--- src/rtl/fixed_point_divider_if.sv ---
// rtl/fixed_point_divider_if.sv - start/busy/done handshake and operand/result bundle for fixed_point_divider
interface fixed_point_divider_if #(
  parameter int N = 32
);
  logic         start;
  logic [N-1:0] input_dividend;
  logic [N-1:0] input_divisor;
  logic [N-1:0] output_q;
  logic         busy;
  logic         done;
  logic         overflow;
  logic         div_by_zero;

  modport master (
    output start, input_dividend, input_divisor,
    input  output_q, busy, done, overflow, div_by_zero
  );

  modport slave (
    input  start, input_dividend, input_divisor,
    output output_q, busy, done, overflow, div_by_zero
  );
endinterface

--- src/rtl/fixed_point_divider.sv ---
// rtl/fixed_point_divider.sv - signed Q(N-Q).Q restoring divider, one quotient bit per cycle; FIXED_POINT_DIVIDER_ROUND_EN enables round-half-away-from-zero
module fixed_point_divider #(
  parameter int N = 32,
  parameter int Q = 16
) (
  input logic               clk,
  input logic               rst_n,
  fixed_point_divider_if.slave bus
);

  localparam int W  = N + Q;
  localparam int CW = $clog2(W + 1);
  localparam logic [CW-1:0] CNT_INIT = CW'(W - 1);
  localparam logic [W:0]    ONE      = {{W{1'b0}}, 1'b1};
  localparam logic [W:0]    MAX_NEG  = ONE << (N - 1);
  localparam logic [W:0]    MAX_POS  = MAX_NEG - ONE;
  localparam logic [N-1:0]  SAT_POS  = {1'b0, {(N-1){1'b1}}};
  localparam logic [N-1:0]  SAT_NEG  = {1'b1, {(N-1){1'b0}}};

  typedef enum logic [1:0] {IDLE, COMPUTE, FINISH} state_t;

  state_t         state_q, state_d;
  logic [W-1:0]   num_q, num_d;
  logic [N:0]     rem_q, rem_d;
  logic [W-1:0]   quot_q, quot_d;
  logic [CW-1:0]  cnt_q, cnt_d;
  logic [N-1:0]   mag_b_q, mag_b_d;
  logic           sign_q, sign_d;
  logic           neg_a_q, neg_a_d;
  logic           zero_b_q, zero_b_d;
  logic [N-1:0]   out_q, out_d;
  logic           ovf_q, ovf_d;
  logic           dbz_q, dbz_d;
  logic           done_q, done_d;

  logic [N-1:0]   abs_a, abs_b;
  logic [N+1:0]   rem_shift;
  logic [N:0]     rem_sub;
  logic           rem_ge;
  logic [W:0]     mag_fin;

  // Operand magnitudes; the most negative value maps to 2^(N-1), still fits unsigned
  always_comb begin
    abs_a = bus.input_dividend[N-1] ? -bus.input_dividend : bus.input_dividend;
    abs_b = bus.input_divisor[N-1]  ? -bus.input_divisor  : bus.input_divisor;
  end

  // One restoring step: shift next numerator bit in and trial-subtract the divisor
  always_comb begin
    rem_shift = {rem_q, num_q[W-1]};
    rem_ge    = rem_shift >= {2'b00, mag_b_q};
    rem_sub   = rem_shift[N:0] - {1'b0, mag_b_q};
  end

  // Final quotient magnitude, optionally rounded half away from zero using the last remainder
`ifdef FIXED_POINT_DIVIDER_ROUND_EN
  always_comb begin
    mag_fin = {1'b0, quot_q};
    if (!zero_b_q && ({rem_q, 1'b0} >= {2'b00, mag_b_q})) begin
      mag_fin = {1'b0, quot_q} + ONE;
    end
  end
`else
  always_comb begin
    mag_fin = {1'b0, quot_q};
  end
`endif

  // State and datapath registers; reset aborts any operation in flight
  always_ff @(posedge clk or negedge rst_n) begin
    if (!rst_n) begin
      state_q  <= IDLE;
      num_q    <= '0;
      rem_q    <= '0;
      quot_q   <= '0;
      cnt_q    <= '0;
      mag_b_q  <= '0;
      sign_q   <= 1'b0;
      neg_a_q  <= 1'b0;
      zero_b_q <= 1'b0;
      out_q    <= '0;
      ovf_q    <= 1'b0;
      dbz_q    <= 1'b0;
      done_q   <= 1'b0;
    end else begin
      state_q  <= state_d;
      num_q    <= num_d;
      rem_q    <= rem_d;
      quot_q   <= quot_d;
      cnt_q    <= cnt_d;
      mag_b_q  <= mag_b_d;
      sign_q   <= sign_d;
      neg_a_q  <= neg_a_d;
      zero_b_q <= zero_b_d;
      out_q    <= out_d;
      ovf_q    <= ovf_d;
      dbz_q    <= dbz_d;
      done_q   <= done_d;
    end
  end

  // Next-state: accept in IDLE, iterate N+Q times, then sign/saturate and pulse done
  always_comb begin
    state_d  = state_q;
    num_d    = num_q;
    rem_d    = rem_q;
    quot_d   = quot_q;
    cnt_d    = cnt_q;
    mag_b_d  = mag_b_q;
    sign_d   = sign_q;
    neg_a_d  = neg_a_q;
    zero_b_d = zero_b_q;
    out_d    = out_q;
    ovf_d    = ovf_q;
    dbz_d    = dbz_q;
    done_d   = 1'b0;

    case (state_q)
      IDLE: begin
        if (bus.start) begin
          sign_d   = bus.input_dividend[N-1] ^ bus.input_divisor[N-1];
          neg_a_d  = bus.input_dividend[N-1];
          zero_b_d = (bus.input_divisor == '0);
          mag_b_d  = abs_b;
          num_d    = {abs_a, {Q{1'b0}}};
          rem_d    = '0;
          quot_d   = '0;
          cnt_d    = CNT_INIT;
          state_d  = COMPUTE;
        end
      end

      COMPUTE: begin
        num_d  = {num_q[W-2:0], 1'b0};
        rem_d  = rem_ge ? rem_sub : rem_shift[N:0];
        quot_d = {quot_q[W-2:0], rem_ge};
        if (cnt_q == '0) begin
          state_d = FINISH;
        end else begin
          cnt_d = cnt_q - CW'(1);
        end
      end

      FINISH: begin
        if (zero_b_q) begin
          out_d = neg_a_q ? SAT_NEG : SAT_POS;
          ovf_d = 1'b1;
          dbz_d = 1'b1;
        end else if (mag_fin > (sign_q ? MAX_NEG : MAX_POS)) begin
          out_d = sign_q ? SAT_NEG : SAT_POS;
          ovf_d = 1'b1;
          dbz_d = 1'b0;
        end else begin
          // Negating a zero magnitude yields zero, so -0 cannot appear
          out_d = sign_q ? -mag_fin[N-1:0] : mag_fin[N-1:0];
          ovf_d = 1'b0;
          dbz_d = 1'b0;
        end
        done_d  = 1'b1;
        state_d = IDLE;
      end

      default: state_d = IDLE;
    endcase
  end

  assign bus.output_q    = out_q;
  assign bus.busy        = (state_q != IDLE);
  assign bus.done        = done_q;
  assign bus.overflow    = ovf_q;
  assign bus.div_by_zero = dbz_q;

endmodule
--- src/flat_wrapper.sv ---
// flat-port wrapper written by rule: the top's interface ports become plain ports
module fixed_point_divider_flat 
#(
  parameter int N = 32,
  parameter int Q = 16
)
  (clk, rst_n, bus_start, bus_input_dividend, bus_input_divisor, bus_output_q, bus_busy, bus_done, bus_overflow, bus_div_by_zero);
  fixed_point_divider_if #(.N(N)) bus_i ();
  input logic clk;
  input logic rst_n;
  input wire logic [$bits(bus_i.start)-1:0] bus_start;
  input wire logic [$bits(bus_i.input_dividend)-1:0] bus_input_dividend;
  input wire logic [$bits(bus_i.input_divisor)-1:0] bus_input_divisor;
  output wire logic [$bits(bus_i.output_q)-1:0] bus_output_q;
  output wire logic [$bits(bus_i.busy)-1:0] bus_busy;
  output wire logic [$bits(bus_i.done)-1:0] bus_done;
  output wire logic [$bits(bus_i.overflow)-1:0] bus_overflow;
  output wire logic [$bits(bus_i.div_by_zero)-1:0] bus_div_by_zero;
  assign bus_i.start = bus_start;
  assign bus_i.input_dividend = bus_input_dividend;
  assign bus_i.input_divisor = bus_input_divisor;
  assign bus_output_q = bus_i.output_q;
  assign bus_busy = bus_i.busy;
  assign bus_done = bus_i.done;
  assign bus_overflow = bus_i.overflow;
  assign bus_div_by_zero = bus_i.div_by_zero;
  fixed_point_divider #(.N(N), .Q(Q)) u_core (.clk(clk), .rst_n(rst_n), .bus(bus_i));
endmodule
--- config.mk ---
export PLATFORM = sky130hd
export DESIGN_NAME = fixed_point_divider_flat
export DESIGN_NICKNAME = d
export VERILOG_FILES = /design/src/rtl/fixed_point_divider_if.sv /design/src/rtl/fixed_point_divider.sv /design/src/flat_wrapper.sv
export SDC_FILE = /design/constraint.sdc
export NUM_CORES = 1
export LEC_CHECK = 0
export CAP_MARGIN = 25
export CORE_MARGIN = 2
export CORE_UTILIZATION = 46
export DETAILED_ROUTE_END_ITERATION = 7
export PLACE_DENSITY_LB_ADDON = 0.1
export SYNTH_ARGS = -nofsm -noshare
export SYNTH_HDL_FRONTEND = slang
export SYNTH_SLANG_ARGS = --single-unit
export TNS_END_PERCENT = 1
--- constraint.sdc ---
create_clock -name clk -period 3.2 [get_ports clk]
set_clock_uncertainty 0.05 [all_clocks]
set_input_delay 0.32 -clock clk [delete_from_list [all_inputs] [get_ports clk]]
set_output_delay 0.32 -clock clk [all_outputs]
set_load 0.01 [all_outputs]
==> run metrics <==
most common cell in the netlist=nand2_1; crit start category=flip-flop; Peak supply drop=0.499 mV; final setup fails=0; Vias=approximately 11000; clk_lat worst skew=0.43 ns; final core utilization=56.0%; Initial Util=46.9%; Setup crit start=u_core.num_q[47]; post-DP HPWL=21000 um; Synth Instances=between 1000 and 1500; reg2reg setup slack=0.14 ns; critical path's top delay family=simple AND/OR/NAND/NOR gates; critical path's slowest cell=or4_1; CTS Buf Count=17; WL final=29700 um; vias in the first global route=about 10000; power per cell area=1080 nW/um^2; DP Cell Count=1836; most used cell along the critical path=nand3_1; final std cells w/o fill=about 1900; unrepaired setup endpoints after global routing=true; Layout Nets=1658; Synth area leaders=dfrtp_1, o21ai_0, ha_1; fmax=327 MHz; FF/Latch Area=~4800 sq um; I/O pin count=103; crit path time final=3.06 ns; Hold Fails Final Rpt=0; hold slack=0.427 ns; WP data required=around 3.5 ns; most used routing layer=met2; Commonest cells post-synth=nand2_1, dfrtp_1, o21ai_0; Critical Path AT=roughly 3.4 ns; Slew HR=a little under two fifths; met3 Track Usage GR=2.91%; DRT antenna net count=0; global-route wire length before repair=51400 um; FP Rows=59; Fillers=2439; WP depth=11; CP Max Fanout=9; Post-Synth XOR/XNOR Area=8.37%; Async S/R FF share, synth=100%; total power draw=15.8 mW; PortBufs=102; CTS clock-pin slew for the worst setup and hold paths=roughly 0.07 ns; vias per inst=5.64; core area=26100 sq um; largest net degree at the start of global routing=between 80 and 90; area fraction in compound gates after synthesis=22.7%; count of cell types in the netlist=67; synthesized net count=1552; hold crit path type=flip-flop to flip-flop; M1 GR Usage=between 30% and 40%; max incr delay on CP=0.50 ns; status=finished, violations left; CP endpoint kind=flip-flop; TritonCTS clock tree=built; Max-Cap Viols=0; Min-Delay Endpoint=u_core.mag_b_q[11]; layout cells sized above 1=under 10%; failing checks=design-rule violations; Avg Cell Area, Syn=between 8 and 9 sq um; leakage=between 6 and 7 nW; Final period util=95.6%; Setup Buffers After CTS=0; H-tree levels=4; sequential area share after synthesis=39.0%; Root Driver=clkbuf_16; largest family of logic cells by synthesized area=compound AO/OA/AOI/OAI gates; die area=27900 sq um; RePlAce Congestion=0.929; Total GRT Usage=22.0%; 1st-iter DRT viols=between 700 and 800; initial antenna violation count=0; Synth warnings=0; detailed-route wire length per cell=15.9 um; R2R Path End=u_core.rem_q[21]; CTS max path bufs=2; flops & latches, synth=roughly 190; total grt overflow=0; met2 usage=34.2%; Post-Synth Simple-Gate Area=between 10% and 20%; worst path bufs/invs=1; Yosys top cell area share=39.0%; RR Startpoint=u_core.num_q[47]; TritonRoute pass-1 iters=7; Synth area leader=dfrtp_1; Post-Syn Area=between 10000 and 15000 sq um; Final TNS setup=0 ns; Worst Tran Pin Value=roughly 0.93 ns; Num Clock Sinks=between 150 and 200; hold_sp=u_core.mag_b_q[11]; post-synthesis mux area share=roughly 1.7%; Die Span Y=167 um; Max Slew Vio Count=0; number of synthesized flops with an enable pin=0; worst-path cell chain=inv_1 -> ha_1 -> fa_1 -> nand2b_1 -> a21o_1 -> a31o_2 -> o2111ai_1 -> nand3_1 -> and2_4 -> or4_1 -> nand3_1; DRC Markers=16; Post-Synth Adder-Cell Area=7.21%; multi-input logic area=7030 sq um; hold path cells=2; Worst Reg2Reg Path Length in Cells=11; most used flip-flop cell after synthesis=dfrtp_1; Synth-to-Final Area Change=19.5%; Worst Setup Path Type=flip-flop to flip-flop; chip width=167 um
## cells in the final DEF (no fill, tap or decap), types with 10 or more instances in the layout
cell type and n:
a21o_1 21, a21oi_1 71, a22oi_1 25, buf_4 54
clkbuf_16 17, clkdlybuf4s50_1 101, dfrtp_1 190, ha_1 69
inv_1 53, mux2i_1 18, nand2_1 229, nand2b_1 10
nand3_1 25, nand4_1 11, nor2_1 73, nor3_1 17
o211ai_1 11, o21ai_0 174, o22a_1 31, o31ai_1 27
o41ai_1 12, or3_1 16, or4_1 12, xnor2_1 31
xor2_1 86
## what timing repair did
action                                 in CTS  in global routing
resized for setup                           0                  4
hold buffers                                1                  0
setup endpoints to repair                   0                 14
endpoints found under the hold margin      83                  0
## flip-flops by register name (all words and copies together), names as in the netlist
signal	count
u_core.neg_a_q	1
u_core.state_q	2
u_core.bus.done	1
u_core.cnt_q	6
u_core.quot_q	48
u_core.rem_q	33
u_core.bus.output_q	32
u_core.bus.overflow	1
u_core.num_q	32
u_core.sign_q	1
u_core.zero_b_q	1
u_core.mag_b_q	32
u_core.bus.div_by_zero	1
## how the worst max path moves through the flow
stage,to
detailed placement,u_core.mag_b_q[27]
finish,u_core.rem_q[21]
floorplan,u_core.bus.output_q[10]
global placement,u_core.mag_b_q[29]
global route,u_core.rem_q[3]
CTS,u_core.rem_q[21]
## layout make-up
class / count / share of cell area (%)
timing repair buffer: 165 / 10.9
sequential: 191 / 32.7
clock buffer: 17 / 2.91
tap: 335 / 2.86
multi-input combinational: 1093 / 48.0
antenna: 1 / 0.0171
clock inverter: 15 / 1.20
inverter: 53 / 1.36
## layer usage
layer  wire length, um  vias to the layer above  part of all wire, %
li1                  -                     5274                    -
met4               288                        0                 0.97
met2             13100                      239                   44
met3              1100                       23                  3.7
met5                 0                        -                    0
met1             15200                     5015                   51
## power by group
part           internal [mW]  switching [mW]
Combinational           4.07            5.29
Sequential              3.46           0.838
Clock                   1.12            1.05
Total                   8.65            7.18
## tightest hold or removal path, delay by kind of cell, from the launching register on
| kind | cells | cell delay [ns] |
|---|---|---|
| compound gates | 1 | 0.05 |
| flops | 1 | 0.34 |
| simple gates | 1 | 0.04 |
## cells by family after synthesis
| family | after synthesis |
|---|---|
| buffers and inverters | 131 |
| adder cells (fa/ha/maj) | 70 |
| XOR/XNOR | 117 |
| multiplexers | 20 |
| AND/OR/NAND/NOR | 447 |
| AO/OA/AOI/OAI | 439 |
| flip-flops | 191 |
## metrics by stage
stage	cell area, sq um	worst slack [ns]
finish	14600	0.140
global route	14600	0.00833
CTS	14600	0.0559
detailed placement	14000	-0.0469
global placement	14000	0.0142
floorplan	12200	0.230
(Power assumes the default switching activity.)
==> edit 1, RTL diff (config.mk and constraints unchanged) <==
Build with the macro `FIXED_POINT_DIVIDER_ROUND_EN` defined.
--- a/src/rtl/fixed_point_divider.sv
+++ b/src/rtl/fixed_point_divider.sv
@@ -1,4 +1,6 @@
 // rtl/fixed_point_divider.sv - signed Q(N-Q).Q restoring divider, one quotient bit per cycle; FIXED_POINT_DIVIDER_ROUND_EN enables round-half-away-from-zero
+`define FIXED_POINT_DIVIDER_ROUND_EN
+
 module fixed_point_divider #(
   parameter int N = 32,
   parameter int Q = 16
Check against the original RTL: no difference found for any inputs over 10 cycles, from zero or initial values and one cycle with rst_n low; that may be too few to reach the edited logic, so the function may still have changed.
==> edit 1 against the original RTL <==
Total power grew 34%; sequential cell count unchanged; die area grew 16%; largest cell class unchanged; the flow finishes with violations (negative setup slack); design area is 34% higher; area after synthesis is 16% higher; largest power group unchanged; setup slack worse by 2.5 ns; wire length increased by 43%.
==> edit 1: results (changes against the original RTL) <==
stage,metric,value,unit,change
sta,maxSlewHeadroom,0.498,,+0.116
global_routing,grt_util_met3,0.0294,,+0.000305
finish,final_layout_size_suffix_gt1_frac,0.261,,+0.178
synth,ys_types,93,,+39%
route,routed_wl,42400,um,+43%
place,gp_congestion,0.953,,+2.6%
worst_setup_path,cp_top_family,simple AND/OR/NAND/NOR gates,,
synth,netlist_top_cells_count,"208 x sky130_fd_sc_hd__nand2_1, 191 x sky130_fd_sc_hd__dfrtp_1, 164 x sky130_fd_sc_hd__o21ai_0",,
route,dr.first_iter.drc_count,802,,+4.3%
synth,yosysWarnings,0,,unchanged
worst_setup_path,slowest_cell_on_the_critical_path,sky130_fd_sc_hd__or4_4,,
global_routing,grt_max_degree,74,,-14%
clocking,worstSkewPairLatency,0.46,ns,+0.03 ns
global_routing,grt_first_pass_wirelength,69900,um,+36%
finish,reg_top3,"u_core.quot_q x48, u_core.rem_q x33",,
global_routing,grt.met2_usage,0.445,,+0.103
synth,syn_nets,1818,,+17%
worst_setup_path,regToRegStartpoint,u_core.rem_q[8]$_DFFE_PN0P_,,
power_and_ir_drop,ir_worst_vdd,0.514,mV,+3.1%
worst_setup_path,worst-endpoint-arrival,5.88,ns,+2.51 ns
power_and_ir_drop,leakage,8.48,nW,+32%
global_routing,initial_antenna_violation_count,0,,unchanged
status,violated_checks,negative setup slack,,
synth,synth-seq-area-share,0.336,,-0.0546
finish,layout.nets,2245,,+35%
route,detailroute.via_count,14100,,+34%
place,detailed_place_hpwl,32600,um,+55%
clocking,cts_root_buf,sky130_fd_sc_hd__clkbuf_16,,
place,dp_worst_setup_slack,-2.45,ns,-2.40 ns
global_routing,groute.layer.met1.usage,0.342,,+0.0117
route,drt_pass1_iterations,5,,-2
finish,count_of_filler_cells_inserted_in_the_layout,2666,,+9.3%
sta,setup_slack,-2.34,ns,-2.48 ns
synth,ys_async_sr_fraction,1.00,,unchanged
sta,final-setup-viol-count,33,,+33
clocking,cts_max_level,4,,unchanged
clocking,cts_made_buffers,17,,unchanged
synth,synthTopCellsByArea,"sky130_fd_sc_hd__dfrtp_1 34%, sky130_fd_sc_hd__ha_1 6.2%, sky130_fd_sc_hd__o21ai_0 5.8%",,
worst_setup_path,worst-path-max-fanout,10,,+1
worst_hold_path,holdCritPathClass,in2async,,
clocking,clkSlewWorstSetupHoldPaths,0.08,ns,
status,outcome,finished with violations,,
finish,antenna-diode-count,0,,-1
worst_setup_path,critical-path-max-stage-delay,0.57,ns,+0.07 ns
global_routing,grtUsageTotal,0.262,,+0.0420
edit 1: layout make-up:
type | count | share of cell area
Clock buffer | 18 | 0.0219
Clock inverter | 14 | 0.0105
Inverter | 88 | 0.0168
Multi-Input combinational cell | 1300 | 0.469
Sequential cell | 191 | 0.244
Tap cell | 396 | 0.0252
Timing Repair Buffer | 509 | 0.213
edit 1: worst paths after layout:
path	endpoint	slack (ns)	cells after the start
max in group asynchronous	u_core.num_q[27]$_DFFE_PN0P_	1.97	3
worst min-delay path	u_core.quot_q[4]$_DFFE_PN0P_	0.34	2
worst max-delay path	u_core.bus.output_q[9]$_DFFE_PN0P_	-2.34	21
worst min register to register	u_core.mag_b_q[13]$_DFFE_PN0P_	0.43	2
min in group clk	u_core.mag_b_q[13]$_DFFE_PN0P_	0.43	2
worst max register to register	u_core.bus.output_q[9]$_DFFE_PN0P_	-2.34	21
edit 1: routing by layer:
layer / wire length, um / vias up / share of wire
met5: 0 / - / 0
met4: 1390 / 0 / 0.033
met3: 1180 / 82 / 0.028
met2: 20300 / 286 / 0.48
met1: 19500 / 6730 / 0.46
li1: - / 6995 / -
edit 1: what timing repair did:
action	4_1_cts	5_1_grt
hold buffers	1	0
setup buffers	2	4
pin swaps	17	32
resized for setup	25	57
hold endpoints to repair	60	0
setup endpoints to repair	41	59
edit 1: power breakdown:
group / total, mW / internal (mW) / switching (mW)
combinational: 14.6 / 7.31 / 7.34
clock: 2.35 / 1.33 / 1.02
sequential: 4.14 / 3.46 / 0.678
edit 1: cells by family (layout without fill, tap and decap cells):
logic type	Yosys count	in the layout	share of synthesized area
AO/OA/AOI/OAI	536	536	0.255
adder cells (fa/ha/maj)	71	71	0.0629
flip-flops	191	191	0.336
XOR/XNOR	131	131	0.0817
buffers and inverters	189	629	0.0541
AND/OR/NAND/NOR	541	541	0.194
multiplexers	21	21	0.0162
edit 1: through the flow:
stage / setup TNS [ns] / util / cells / instance area [um^2]
after floorplan: -62.91 / - / 1680 / 14400
after global placement: -74.53 / 0.610 / 2477 / 18600
after detailed placement: -80.62 / 0.610 / 2477 / 18600
after CTS: -71.82 / 0.635 / 2512 / 19400
after global routing: -81.25 / 0.643 / 2516 / 19600
final: -73.51 / 0.643 / 2516 / 19600
==> edit 2, RTL diff (same settings) <==
Made on the original files. Re-encode `state_t` (3 states) as one-hot, 3 bits wide.
--- a/src/rtl/fixed_point_divider.sv
+++ b/src/rtl/fixed_point_divider.sv
@@ -17,7 +17,7 @@
   localparam logic [N-1:0]  SAT_POS  = {1'b0, {(N-1){1'b1}}};
   localparam logic [N-1:0]  SAT_NEG  = {1'b1, {(N-1){1'b0}}};
 
-  typedef enum logic [1:0] {IDLE, COMPUTE, FINISH} state_t;
+  typedef enum logic [2:0] {IDLE = 3'b001, COMPUTE = 3'b010, FINISH = 3'b100} state_t;
 
   state_t         state_q, state_d;
   logic [W-1:0]   num_q, num_d;
Check against the original RTL: no difference found for any inputs over 10 cycles, from zero or initial values and one cycle with rst_n low; not proved beyond that.
==> edit 2 against the original RTL <==
The run still ends with design-rule violations left; total power is 29% lower; via count is 1.3% lower; design area is 0.52% higher; setup slack worse by 0.010 ns; wire length is 2.0% lower; area after synthesis is 0.21% higher; sequential cell count is 1 higher; count of clock-buffer cells in the layout stayed put.
==> edit 2: results (changes against the original RTL) <==
stage,metric,value,unit,change
clocking,clkSlewWorstSetupHoldPaths,0.09,ns,+0.02 ns
synth,netlist_top_cells_count,"237 x sky130_fd_sc_hd__nand2_1, 191 x sky130_fd_sc_hd__dfrtp_1, 184 x sky130_fd_sc_hd__o21ai_0",,
route,wl_met3,949,um,-14%
route,dr.first_iter.drc_count,638,,-17%
finish,antenna-diode-count,0,,-1
finish,final_layout_size_suffix_gt1_frac,0.0849,,+0.00215
worst_setup_path,crit_path_start,u_core.quot_q[13]$_DFFE_PN0P_,,
status,outcome,finished with violations,,
route,routed_wl,29100,um,-2.0%
worst_setup_path,regToRegStartpoint,u_core.quot_q[13]$_DFFE_PN0P_,,
clocking,worstSkewPairLatency,0.45,ns,+0.02 ns
synth,syn_inst,1424,,+0.64%
global_routing,first_global_vias,9992,,-2.3%
route,vias_per_std_cell,5.51,,-2.3%
global_routing,grt_first_pass_wirelength,49600,um,-3.5%
power_and_ir_drop,ir_worst_vdd,0.374,mV,-25%
synth,synthTopCellsByArea,"sky130_fd_sc_hd__dfrtp_1 39%, sky130_fd_sc_hd__o21ai_0 7.5%, sky130_fd_sc_hd__nand2_1 7.2%",,
worst_setup_path,slowest_cell_on_the_critical_path,sky130_fd_sc_hd__or4_4,,
route,post-route-drc-count,7,,-9
synth,ys_types,65,,-3.0%
place,detailed_place_hpwl,21000,um,-0.36%
route,route.detailed.wl_per_inst,15.4,um,-3.0%
place,dpl.cell_count,1855,,+1.0%
worst_setup_path,critical-path-max-stage-delay,0.58,ns,+0.08 ns
global_routing,grt_max_degree,90,,+4.7%
worst_setup_path,r2r_end,u_core.bus.output_q[29]$_DFFE_PN0P_,,
global_routing,grtUsageTotal,0.214,,-0.00655
place,gp_congestion,0.873,,-6.0%
worst_hold_path,holdCritPathClass,in2async,,
route,met2WireLength,13900,um,+6.2%
status,violated_checks,design-rule violations,,
## edit 2: cell count changes in the layout (fill, tap and decap cells not counted), moves of 8 or more
cell                      change
sky130_fd_sc_hd__nor2_1      +13
sky130_fd_sc_hd__a21oi_1     -11
sky130_fd_sc_hd__buf_4       +11
sky130_fd_sc_hd__o21ai_0     +10
sky130_fd_sc_hd__nand2_1      +8
sky130_fd_sc_hd__xor2_1       +8
## edit 2: cells by family (layout without fill, tap and decap cells)
family / after synthesis / count (layout) / share of synthesized area
buf+inv: 130 / 260 / 0.0434
flops: 192 / 192 / 0.392
simple gates: 477 / 477 / 0.180
compound gates: 421 / 421 / 0.216
xor+xnor: 119 / 119 / 0.0849
mux: 15 / 15 / 0.0122
fa+ha+maj: 70 / 70 / 0.0720
## edit 2: through the flow
step	area (um^2)	worst slack, ns	hold slack (ns)	total power [mW]	utilization
after global routing	14700	-0.0126	0.464	12.2	0.563
final	14700	0.130	0.398	11.2	0.563
after floorplan	12300	0.130	-0.0256	7.36	-
after global placement	14000	-0.0954	0.352	8.94	0.537
after detailed placement	14000	-0.0979	0.357	9.01	0.537
after CTS	14700	0.0895	0.433	11.3	0.561
## edit 2: area by class of cell
type                       instances  area, um^2  area share
clock inverter                    15         185      0.0126
tap                              335         419      0.0285
inverter                          52         195      0.0133
sequential                       192        4810       0.327
clock buffer                      17         425      0.0289
timing repair buffer             176        1690       0.115
multi-input combinational       1102        6980       0.475
## edit 2: power groups by stage
stage,Sequential [mW],Combinational (mW),Clock (mW)
5_1_grt,3.43,6.38,2.37
4_1_cts,3.35,5.65,2.27
3_3_place_gp,3.38,5.56,0
2_1_floorplan,3.29,4.07,0
6_report,3.35,5.63,2.21
3_5_place_dp,3.39,5.62,0
